==> src/rtl/wav_dfi_phy_responder.sv <==
// PHY-side DFI handshake responder: answers lp_ctrl/lp_data and ctrlupd requests
// from the MC, and initiates PHY updates with an ack timeout.

module wav_dfi_phy_responder_param_chk #(
   parameter int LP_ACK_DLY      = 2,
   parameter int TLP_RESP        = 8,
   parameter int CTRLUPD_ACK_DLY = 1,
   parameter int TPHYUPD_RESP    = 16,
   parameter int PHYUPD_LEN      = 4
) ();
   generate
      if ((LP_ACK_DLY < 32'sd1) || (LP_ACK_DLY > 32'sd15) || (LP_ACK_DLY >= TLP_RESP) ||
          (CTRLUPD_ACK_DLY < 32'sd1) || (CTRLUPD_ACK_DLY > 32'sd15) ||
          (TPHYUPD_RESP < 32'sd2) || (TPHYUPD_RESP > 32'sd255) ||
          (PHYUPD_LEN < 32'sd1) || (PHYUPD_LEN > 32'sd255)) begin : g_bad_params
         $error("wav_dfi_phy_responder: illegal parameter set");
      end
   endgenerate
endmodule

module wav_dfi_phy_responder_lp #(
   parameter int ACK_DLY = 2
) (
   input  logic       clock,
   input  logic       reset,
   input  logic       init_start,
   input  logic       req,
   input  logic [5:0] wakeup,
   output logic       ack,
   output logic [5:0] wakeup_lat,
   output logic       active_d
);
   typedef enum logic [1:0] {
      LP_IDLE = 2'd0,
      LP_WAIT = 2'd1,
      LP_ACK  = 2'd2,
      LP_REL  = 2'd3
   } lp_state_e;

   localparam logic [3:0] ACK_DLY_C = 4'(ACK_DLY);

   lp_state_e  state_q, state_d;
   logic [3:0] cnt_q, cnt_d;
   logic       ack_q, ack_d;
   logic [5:0] lat_q, lat_d;

   always_comb begin
      state_d = state_q;
      cnt_d   = cnt_q;
      case (state_q)
         LP_IDLE: begin
            if (req && !init_start) begin
               state_d = LP_WAIT;
               cnt_d   = 4'd1;
            end else begin
               state_d = LP_IDLE;
            end
         end
         LP_WAIT: begin
            // A request dropped before the ack is an abort: no ack is ever shown.
            if (!req) begin
               state_d = LP_IDLE;
               cnt_d   = 4'd0;
            end else if (cnt_q == ACK_DLY_C) begin
               state_d = LP_ACK;
            end else if (cnt_q != 4'hF) begin
               cnt_d = cnt_q + 4'd1;
            end else begin
               cnt_d = cnt_q;
            end
         end
         LP_ACK: begin
            if (!req) begin
               state_d = LP_REL;
            end else begin
               state_d = LP_ACK;
            end
         end
         LP_REL: begin
            state_d = LP_IDLE;
            cnt_d   = 4'd0;
         end
         default: begin
            state_d = LP_IDLE;
            cnt_d   = 4'd0;
         end
      endcase
      ack_d = (state_d == LP_ACK);
      if (state_d == LP_ACK) begin
         lat_d = wakeup;
      end else begin
         lat_d = lat_q;
      end
   end

   always_ff @(posedge clock) begin
      if (reset) begin
         state_q <= LP_IDLE;
         cnt_q   <= 4'd0;
         ack_q   <= 1'b0;
         lat_q   <= 6'd0;
      end else begin
         state_q <= state_d;
         cnt_q   <= cnt_d;
         ack_q   <= ack_d;
         lat_q   <= lat_d;
      end
   end

   assign ack        = ack_q;
   assign wakeup_lat = lat_q;
   assign active_d   = (state_d != LP_IDLE);
endmodule

module wav_dfi_phy_responder #(
   parameter int LP_ACK_DLY      = 2,
   parameter int TLP_RESP        = 8,
   parameter int CTRLUPD_ACK_DLY = 1,
   parameter int TPHYUPD_RESP    = 16,
   parameter int PHYUPD_LEN      = 4
) (
   input  logic       clock,
   input  logic       reset,
   input  logic       init_start,
   input  logic       lp_ctrl_req,
   input  logic [5:0] lp_ctrl_wakeup,
   output logic       lp_ctrl_ack,
   input  logic       lp_data_req,
   input  logic [5:0] lp_data_wakeup,
   output logic       lp_data_ack,
   output logic [5:0] lp_ctrl_wakeup_lat,
   output logic [5:0] lp_data_wakeup_lat,
   input  logic       ctrlupd_req,
   output logic       ctrlupd_ack,
   input  logic       phyupd_start,
   input  logic [1:0] phyupd_type_in,
   output logic       phyupd_req,
   output logic [1:0] phyupd_type,
   input  logic       phyupd_ack,
   output logic       phyupd_timeout,
   output logic       busy
);
   typedef enum logic [1:0] {
      CU_IDLE = 2'd0,
      CU_WAIT = 2'd1,
      CU_ACK  = 2'd2
   } cu_state_e;

   typedef enum logic [1:0] {
      PU_IDLE = 2'd0,
      PU_REQ  = 2'd1,
      PU_HOLD = 2'd2,
      PU_DROP = 2'd3
   } pu_state_e;

   localparam logic [3:0] CU_DLY_C       = 4'(CTRLUPD_ACK_DLY);
   localparam logic [7:0] PU_RESP_LAST_C = 8'(TPHYUPD_RESP - 1);
   localparam logic [7:0] PU_LEN_LAST_C  = 8'(PHYUPD_LEN - 1);

   wav_dfi_phy_responder_param_chk #(
      .LP_ACK_DLY      (LP_ACK_DLY),
      .TLP_RESP        (TLP_RESP),
      .CTRLUPD_ACK_DLY (CTRLUPD_ACK_DLY),
      .TPHYUPD_RESP    (TPHYUPD_RESP),
      .PHYUPD_LEN      (PHYUPD_LEN)
   ) u_param_chk ();

   logic lp_ctrl_active_d;
   logic lp_data_active_d;

   wav_dfi_phy_responder_lp #(.ACK_DLY(LP_ACK_DLY)) u_lp_ctrl (
      .clock      (clock),
      .reset      (reset),
      .init_start (init_start),
      .req        (lp_ctrl_req),
      .wakeup     (lp_ctrl_wakeup),
      .ack        (lp_ctrl_ack),
      .wakeup_lat (lp_ctrl_wakeup_lat),
      .active_d   (lp_ctrl_active_d)
   );

   wav_dfi_phy_responder_lp #(.ACK_DLY(LP_ACK_DLY)) u_lp_data (
      .clock      (clock),
      .reset      (reset),
      .init_start (init_start),
      .req        (lp_data_req),
      .wakeup     (lp_data_wakeup),
      .ack        (lp_data_ack),
      .wakeup_lat (lp_data_wakeup_lat),
      .active_d   (lp_data_active_d)
   );

   cu_state_e  cu_state_q, cu_state_d;
   logic [3:0] cu_cnt_q, cu_cnt_d;
   pu_state_e  pu_state_q, pu_state_d;
   logic [7:0] pu_cnt_q, pu_cnt_d;
   logic       phyupd_req_q, phyupd_req_d;
   logic [1:0] phyupd_type_q, phyupd_type_d;
   logic       phyupd_timeout_q, phyupd_timeout_d;
   logic       busy_q, busy_d;

   always_comb begin
      cu_state_d = cu_state_q;
      cu_cnt_d   = cu_cnt_q;
      case (cu_state_q)
         CU_IDLE: begin
            // Updates are mutually exclusive: a pending ctrlupd waits out a PHY update.
            if (ctrlupd_req && !init_start && (pu_state_q == PU_IDLE)) begin
               cu_state_d = CU_WAIT;
               cu_cnt_d   = 4'd1;
            end else begin
               cu_state_d = CU_IDLE;
            end
         end
         CU_WAIT: begin
            if (!ctrlupd_req) begin
               cu_state_d = CU_IDLE;
               cu_cnt_d   = 4'd0;
            end else if (cu_cnt_q == CU_DLY_C) begin
               cu_state_d = CU_ACK;
            end else if (cu_cnt_q != 4'hF) begin
               cu_cnt_d = cu_cnt_q + 4'd1;
            end else begin
               cu_cnt_d = cu_cnt_q;
            end
         end
         CU_ACK: begin
            if (!ctrlupd_req) begin
               cu_state_d = CU_IDLE;
               cu_cnt_d   = 4'd0;
            end else begin
               cu_state_d = CU_ACK;
            end
         end
         default: begin
            cu_state_d = CU_IDLE;
            cu_cnt_d   = 4'd0;
         end
      endcase

      pu_state_d       = pu_state_q;
      pu_cnt_d         = pu_cnt_q;
      phyupd_type_d    = phyupd_type_q;
      phyupd_timeout_d = 1'b0;
      case (pu_state_q)
         PU_IDLE: begin
            // A start that collides with a ctrlupd request loses and is not queued.
            if (phyupd_start && (cu_state_q == CU_IDLE) && !init_start && !ctrlupd_req) begin
               pu_state_d    = PU_REQ;
               pu_cnt_d      = 8'd0;
               phyupd_type_d = phyupd_type_in;
            end else begin
               pu_state_d = PU_IDLE;
            end
         end
         PU_REQ: begin
            if (phyupd_ack) begin
               pu_state_d = PU_HOLD;
               pu_cnt_d   = 8'd0;
            end else if (pu_cnt_q == PU_RESP_LAST_C) begin
               pu_state_d       = PU_IDLE;
               pu_cnt_d         = 8'd0;
               phyupd_timeout_d = 1'b1;
            end else if (pu_cnt_q != 8'hFF) begin
               pu_cnt_d = pu_cnt_q + 8'd1;
            end else begin
               pu_cnt_d = pu_cnt_q;
            end
         end
         PU_HOLD: begin
            if (pu_cnt_q == PU_LEN_LAST_C) begin
               pu_state_d = PU_DROP;
               pu_cnt_d   = 8'd0;
            end else if (pu_cnt_q != 8'hFF) begin
               pu_cnt_d = pu_cnt_q + 8'd1;
            end else begin
               pu_cnt_d = pu_cnt_q;
            end
         end
         PU_DROP: begin
            if (!phyupd_ack) begin
               pu_state_d = PU_IDLE;
            end else begin
               pu_state_d = PU_DROP;
            end
         end
         default: begin
            pu_state_d = PU_IDLE;
            pu_cnt_d   = 8'd0;
         end
      endcase

      phyupd_req_d = (pu_state_d == PU_REQ) || (pu_state_d == PU_HOLD);
      busy_d       = lp_ctrl_active_d || lp_data_active_d ||
                     (cu_state_d != CU_IDLE) || (pu_state_d != PU_IDLE);
   end

   always_ff @(posedge clock) begin
      if (reset) begin
         cu_state_q       <= CU_IDLE;
         cu_cnt_q         <= 4'd0;
         pu_state_q       <= PU_IDLE;
         pu_cnt_q         <= 8'd0;
         phyupd_req_q     <= 1'b0;
         phyupd_type_q    <= 2'd0;
         phyupd_timeout_q <= 1'b0;
         busy_q           <= 1'b0;
      end else begin
         cu_state_q       <= cu_state_d;
         cu_cnt_q         <= cu_cnt_d;
         pu_state_q       <= pu_state_d;
         pu_cnt_q         <= pu_cnt_d;
         phyupd_req_q     <= phyupd_req_d;
         phyupd_type_q    <= phyupd_type_d;
         phyupd_timeout_q <= phyupd_timeout_d;
         busy_q           <= busy_d;
      end
   end

   // The ack is gated by the live request so it can never outlast it.
   assign ctrlupd_ack    = (cu_state_q == CU_ACK) && ctrlupd_req;
   assign phyupd_req     = phyupd_req_q;
   assign phyupd_type    = phyupd_type_q;
   assign phyupd_timeout = phyupd_timeout_q;
   assign busy           = busy_q;
endmodule

==> config.mk <==
export PLATFORM = sky130hd
export DESIGN_NAME = wav_dfi_phy_responder
export DESIGN_NICKNAME = d
export VERILOG_FILES = /design/src/rtl/wav_dfi_phy_responder.sv
export SDC_FILE = /design/constraint.sdc
export NUM_CORES = 1
export LEC_CHECK = 0
export ABC_AREA = 1
export BUFFER_PORTS_ARGS = -buffer_cell sky130_fd_sc_hd__clkbuf_2
export CAP_MARGIN = 20
export CORE_UTILIZATION = 40
export DETAILED_ROUTE_END_ITERATION = 8
export PLACE_DENSITY = 0.72
export SLEW_MARGIN = 20
export SYNTH_ARGS = -nofsm -noshare
export SYNTH_HDL_FRONTEND = slang
export SYNTH_SLANG_ARGS = --single-unit
==> constraint.sdc <==
create_clock -name clock -period 1.8 [get_ports clock]
set_clock_uncertainty 0.05 [all_clocks]
set_input_delay 0.36 -clock clock [delete_from_list [all_inputs] [get_ports clock]]
set_output_delay 0.36 -clock clock [all_outputs]
set_load 0.02 [all_outputs]
* Word-level counts from Yosys, hierarchy flattened
Cells that the tools add are included.
Cells by class: equal/unequal tests 35, add/subtract/negate cells 4, bitwise logic cells 1, muxes and demuxes 44, reductions and logical operators 31
Operators by type and width (count):
- $mux W4 | 13
- $mux W8 | 5
- $pmux W4 S3 | 3
- $pmux W2 S4 | 3
- $pmux W8 S3 | 1
- $mux W2 | 11
- $eq A2 B2 Y1 const B | 10
- $add A4 B1 Y4 const B | 3
- $ne A3 B3 Y1 const B | 4
- $ne A4 B4 Y1 const B | 3
- $reduce_and A4 Y1 | 3
- $eq A2 B1 Y1 const B | 5
- $reduce_bool A3 Y1 | 3
- $add A8 B1 Y8 const B | 1
- $eq A4 B2 Y1 const B | 2
- $eq A8 B2 Y1 const B | 1
- $eq A8 B4 Y1 const B | 1
- $logic_and A1 B1 Y1 | 8
- $logic_not A2 Y1 | 4
- $ne A8 B8 Y1 const B | 1
- $reduce_bool A2 Y1 | 4
- $mux W1 | 7
- $ne A2 B1 Y1 const B | 3
- $ne A3 B2 Y1 const B | 2
- 8 further kinds | 14
Storage, ports and cells: output and inout bits 20, bits in registers 47, word-level logic and storage cells 131, bits of input ports 22

* Longest topological paths before layout
word-level depth 8, mapped depth 12, depth with buffers taken out 12

* Hierarchy
A second synthesis with hierarchy kept.
Second synthesis, totals: cell total of the unflattened synthesis 406, area, all modules 2801.4 sq um
By module, submodules not included:
- wav_dfi_phy_responder_lp | cells each 112, instances 2, area an instance 752.0 sq um, seq. area each 260.2 sq um
- wav_dfi_phy_responder | cells each 182, instances 1, area an instance 1297.5 sq um, seq. area each 420.4 sq um

* Worst setup path before layout
OpenSTA, ideal clock, no wires.
path type reg-to-reg, from register pu_cnt_q[0], to register busy_q, in the netlist busy, buffers on the path 0, arrival 1.561 ns, stages on the path, launching flop included 12, setup time 0.128 ns, setup slack 0.062 ns, period minus slack after synthesis 1.738 ns, required time 1.622 ns, cell sequence dfxtp_1 ha_1 nand3_1 o21bai_1 o21ai_0 o21ai_0 ha_1 nand2_1 nor2_1 nand2_1 nor2_1 nor2_1
Between the ends: word-level cells in the longest chain between the ends 6, elaborated cells on any way between the ends 8, those cells by class 2 x eq/ne; 4 x mux; 2 x reduce/logical
RTL lines:
- start: declaration | RTL line 196 | logic [7:0] pu_cnt_q, pu_cnt_d;
- start signal: assignment | RTL line 312 | pu_cnt_q <= pu_cnt_d;
- $eq A8 B4 Y1 | RTL line 260 | end else if (pu_cnt_q == PU_RESP_LAST_C) begin
- $mux W2 | RTL line 260
- $mux W2 | RTL line 257 | if (phyupd_ack) begin
- $pmux W2 S4 * | RTL line 245 | case (pu_state_q)
- $reduce_bool A2 Y1 * | RTL line 295 | (cu_state_d != CU_IDLE) || (pu_state_d != PU_IDLE);
- $logic_or A1 B1 Y1 * | RTL line 295
- end signal: assignment | RTL line 316 | busy_q <= busy_d;
- end: declaration | RTL line 200 | logic busy_q, busy_d;
Every way passes the cells marked *; elsewhere a longest branch is shown, timed or not. A chain may end at the register's enable or synchronous reset.

* Final worst setup path
from register pu_state_q[1], to register busy_q, in the netlist busy
Between the ends: word-level cells in the longest chain between the ends 7, elaborated cells on any way between the ends 15, those cells by class 3 x eq/ne; 6 x mux; 6 x reduce/logical
RTL lines:
- start: declaration | RTL line 195 | pu_state_e pu_state_q, pu_state_d;
- start signal: assignment | RTL line 311 | pu_state_q <= pu_state_d;
- $logic_not A2 Y1 | RTL line 208, 245
- $logic_and A1 B1 Y1 | RTL line 208 | if (ctrlupd_req && !init_start && (pu_state_q == PU_IDLE)) begin
- $mux W1 | RTL line 208
- $pmux W2 S3 | RTL line 205 | case (cu_state_q)
- $reduce_bool A2 Y1 | RTL line 295
- $logic_or A1 B1 Y1 | RTL line 294 | busy_d = lp_ctrl_active_d || lp_data_active_d ||
- $logic_or A1 B1 Y1 * | RTL line 295
Marked as above.

==> impl_metrics.json <==
{
  "n_antenna_cell": 0,
  "switching_share_pct": 27.6,
  "place_hpwl_mm": 3.89,
  "grt_use_total_pct": 17.3,
  "yosysUniqueCellTypes": 26,
  "dieArea_mm2": 0.00633,
  "root_buffer": "clkbuf_8",
  "ctsHtreeMaxLevel": 2,
  "pwr-share-comb_pct": 20.5,
  "start_util_pct": 42.7,
  "syn_to_final_growth_pct": 25.0,
  "clock_latency_ns": 0.30,
  "crit_type": "reg2reg",
  "finalInstanceArea_mm2": 0.00301,
  "drt_iter0_markers": 160,
  "numCtsBuffers": 5,
  "synth_area_mm2": 0.00241,
  "power.density_mw_per_mm2": 856,
  "outcome": "finished clean",
  "setup_violations": 0,
  "vias": 2320,
  "finalCritPeriodShare_pct": 95.3,
  "min_path_type": "in2reg",
  "cpPeakStageDelay_ns": 0.33,
  "max_slew_margin_pct": 75.7,
  "gr-total-overflow": 0,
  "grt_pass1_wl_mm": 8.69,
  "ir_drop_v": 0.000499,
  "cts_sinks": 47,
  "worst_pin_slew_ns": 0.364,
  "fmax_ghz": 0.583,
  "timing_hold_violations_final": 0,
  "die_width_um": 79.6,
  "io_buffers": 41,
  "wl_per_cell_um": 10.7,
  "path_common_cell": "nor2_1",
  "ys_ff_latch": 47,
  "ys_warn_count": 0,
  "vias_per_cell": 4.82,
  "grt_max_degree": 23,
  "pwr-share-seq_pct": 44.0,
  "endpoint_kind": "flop",
  "core_region_area_mm2": 0.00564,
  "maxCapViolations": 0,
  "cp-start-kind": "flop",
  "die-height_um": 79.6,
  "total_power_mw": 2.57,
  "rows": 27,
  "grt_pass1_vias": 2135,
  "syn_nets": 383,
  "cpMaxStageDelayCell": "dfxtp_2",
  "antenna_found_initial": 0,
  "synth.avg_cell_area_um2": 6.94,
  "place.gp.congestion": 0.803,
  "p_leak_nw": 1.45,
  "cts_tree": "built",
  "worst_ep_arrival_time_ns": 1.86,
  "p_int_mw": 1.86,
  "clk_pin_slew_ns": 0.09,
  "wl_mm": 5.16,
  "layout.nets": 444,
  "switchingPower_uw": 712,
  "drt-pass1-iter-count": 4,
  "worst-path-max-fanout": 3,
  "critPathRequiredTime_ns": 1.95,
  "cts_buffer_depth": 2,
  "ant_nets": 0,
  "num_io_pins": 42,
  "synthCells": 347,
  "mostFrequentLayoutCell": "nor2_1",
  "drc": 0,
  "yosysSeqAreaShare_pct": 39.1,
  "post-route-min-period_ns": 1.71,
  "final_cell_mix": "nor2_1, nand2_1, inv_1",
  "power_frac_clock_pct": 35.6,
  "drive_gt1_share_pct": 22.5,
  "place_area_mm2": 0.00281,
  "ctsHoldBuffers": 0,
  "path_cells": "inv_1 -> ha_2 -> nand2_2 -> o21bai_4 -> o21ai_1 -> o21ai_2 -> ha_2 -> nand2_1 -> nor2_1 -> nand2_1 -> nor2_1 -> nor2_1",
  "slew_viol_final": 0
}
kinds of logic (layout without fill, tap and decap cells):
| kind of cell | Yosys count | in the layout | synth area share, % |
|---|---|---|---|
| AO/OA/AOI/OAI | 50 | 50 | 11.4 |
| flip-flops | 47 | 47 | 39.1 |
| XOR/XNOR | 3 | 3 | 1.09 |
| adder cells (fa/ha/maj) | 14 | 14 | 7.28 |
| buffers and inverters | 50 | 112 | 7.80 |
| AND/OR/NAND/NOR | 183 | 183 | 33.3 |
power groups by stage:
| stage | clock [mW] | sequential [mW] | combinational (mW) |
|---|---|---|---|
| global placement | 0 | 1.15 | 0.484 |
| floorplan | 0 | 1.17 | 0.299 |
| detailed placement | 0 | 1.15 | 0.488 |
| global route | 0.986 | 1.14 | 0.596 |
| finish | 0.916 | 1.13 | 0.527 |
| CTS | 0.943 | 1.12 | 0.496 |
flip-flops by register name, summed over array words and instances (netlist names), 2 cells and up:
| register | flops |
|---|---|
| u_lp_ctrl.state_q | 2 |
| pu_cnt_q | 8 |
| cu_cnt_q | 4 |
| u_lp_data.state_q | 2 |
| cu_state_q | 2 |
| phyupd_type | 2 |
| u_lp_ctrl.cnt_q | 4 |
| u_lp_ctrl.wakeup_lat | 6 |
| u_lp_data.cnt_q | 4 |
| u_lp_data.wakeup_lat | 6 |
| pu_state_q | 2 |
repair_timing:
action                                 CTS  global route
pin swaps                                0             3
endpoints found under the hold margin    0             0
setup buffers                            0             1
resized for setup                        1            16
setup endpoints to repair                1             3
synthesized netlist by cell type (all sizes together):
cell | instances | area share, %
a21oi | 16 | 4.1
o22ai | 1 | 0.26
nor4 | 4 | 1.0
nor2 | 76 | 13
xor2 | 3 | 1.1
nand2 | 63 | 10
ha | 14 | 7.3
nand3b | 2 | 0.62
clkbuf | 4 | 0.62
o21ai | 31 | 6.4
nand4 | 6 | 1.8
nor3 | 4 | 0.83
inv | 46 | 7.2
o21bai | 2 | 0.62
dfxtp | 47 | 39
nand3 | 26 | 5.6
nor3b | 1 | 0.31
or2 | 1 | 0.26
worst paths after layout:
check	startpoint	endpoint	slack, ns	cells after the start
hold reg to reg	phyupd_type[1]	phyupd_type[1]	0.45	2
setup / recovery	pu_state_q[1]	busy	0.09	12
hold / removal	lp_ctrl_wakeup[5]	u_lp_ctrl.wakeup_lat[5]	0.23	3
setup reg to reg	pu_state_q[1]	busy	0.09	12
through the flow:
stage	TNS (ns)	cells	hold slack [ns]	worst slack [ns]	util [%]
2_1_floorplan	0	347	0.379	0.0618	-
3_3_place_gp	0	472	0.418	0.0178	49.8
3_5_place_dp	-0.0261	472	0.436	-0.0261	49.8
4_1_cts	0	480	0.216	0.00108	52.2
5_1_grt	-0.0376	481	0.211	-0.0376	53.3
6_report	0	481	0.226	0.0851	53.3
routing by layer:
layer  share of wire, %  GRT usage, %
met4                1.9          7.45
met5                  0             0
met1                 49          20.8
met2                 45          29.2
met3                5.1          4.11
layout make-up:
cell class / instances / area [um^2]
inverter: 46 / 173
clock buffer: 5 / 68.8
clock inverter: 3 / 67.6
multi-input combinational: 250 / 1330
timing repair buffer: 58 / 333
fill: 537 / 2630
tap: 72 / 90.1
sequential: 47 / 946
worst max-delay path, delay by kind of cell, from the launching register on:
kind | cells | cell delay, ns
AOI/OAI and AO/OA | 3 | 0.36
adders and majority gates | 2 | 0.36
buffers and inverters | 1 | 0.07
and+or+nand+nor | 6 | 0.43
DFF | 1 | 0.33
(Power assumes the default switching activity.)
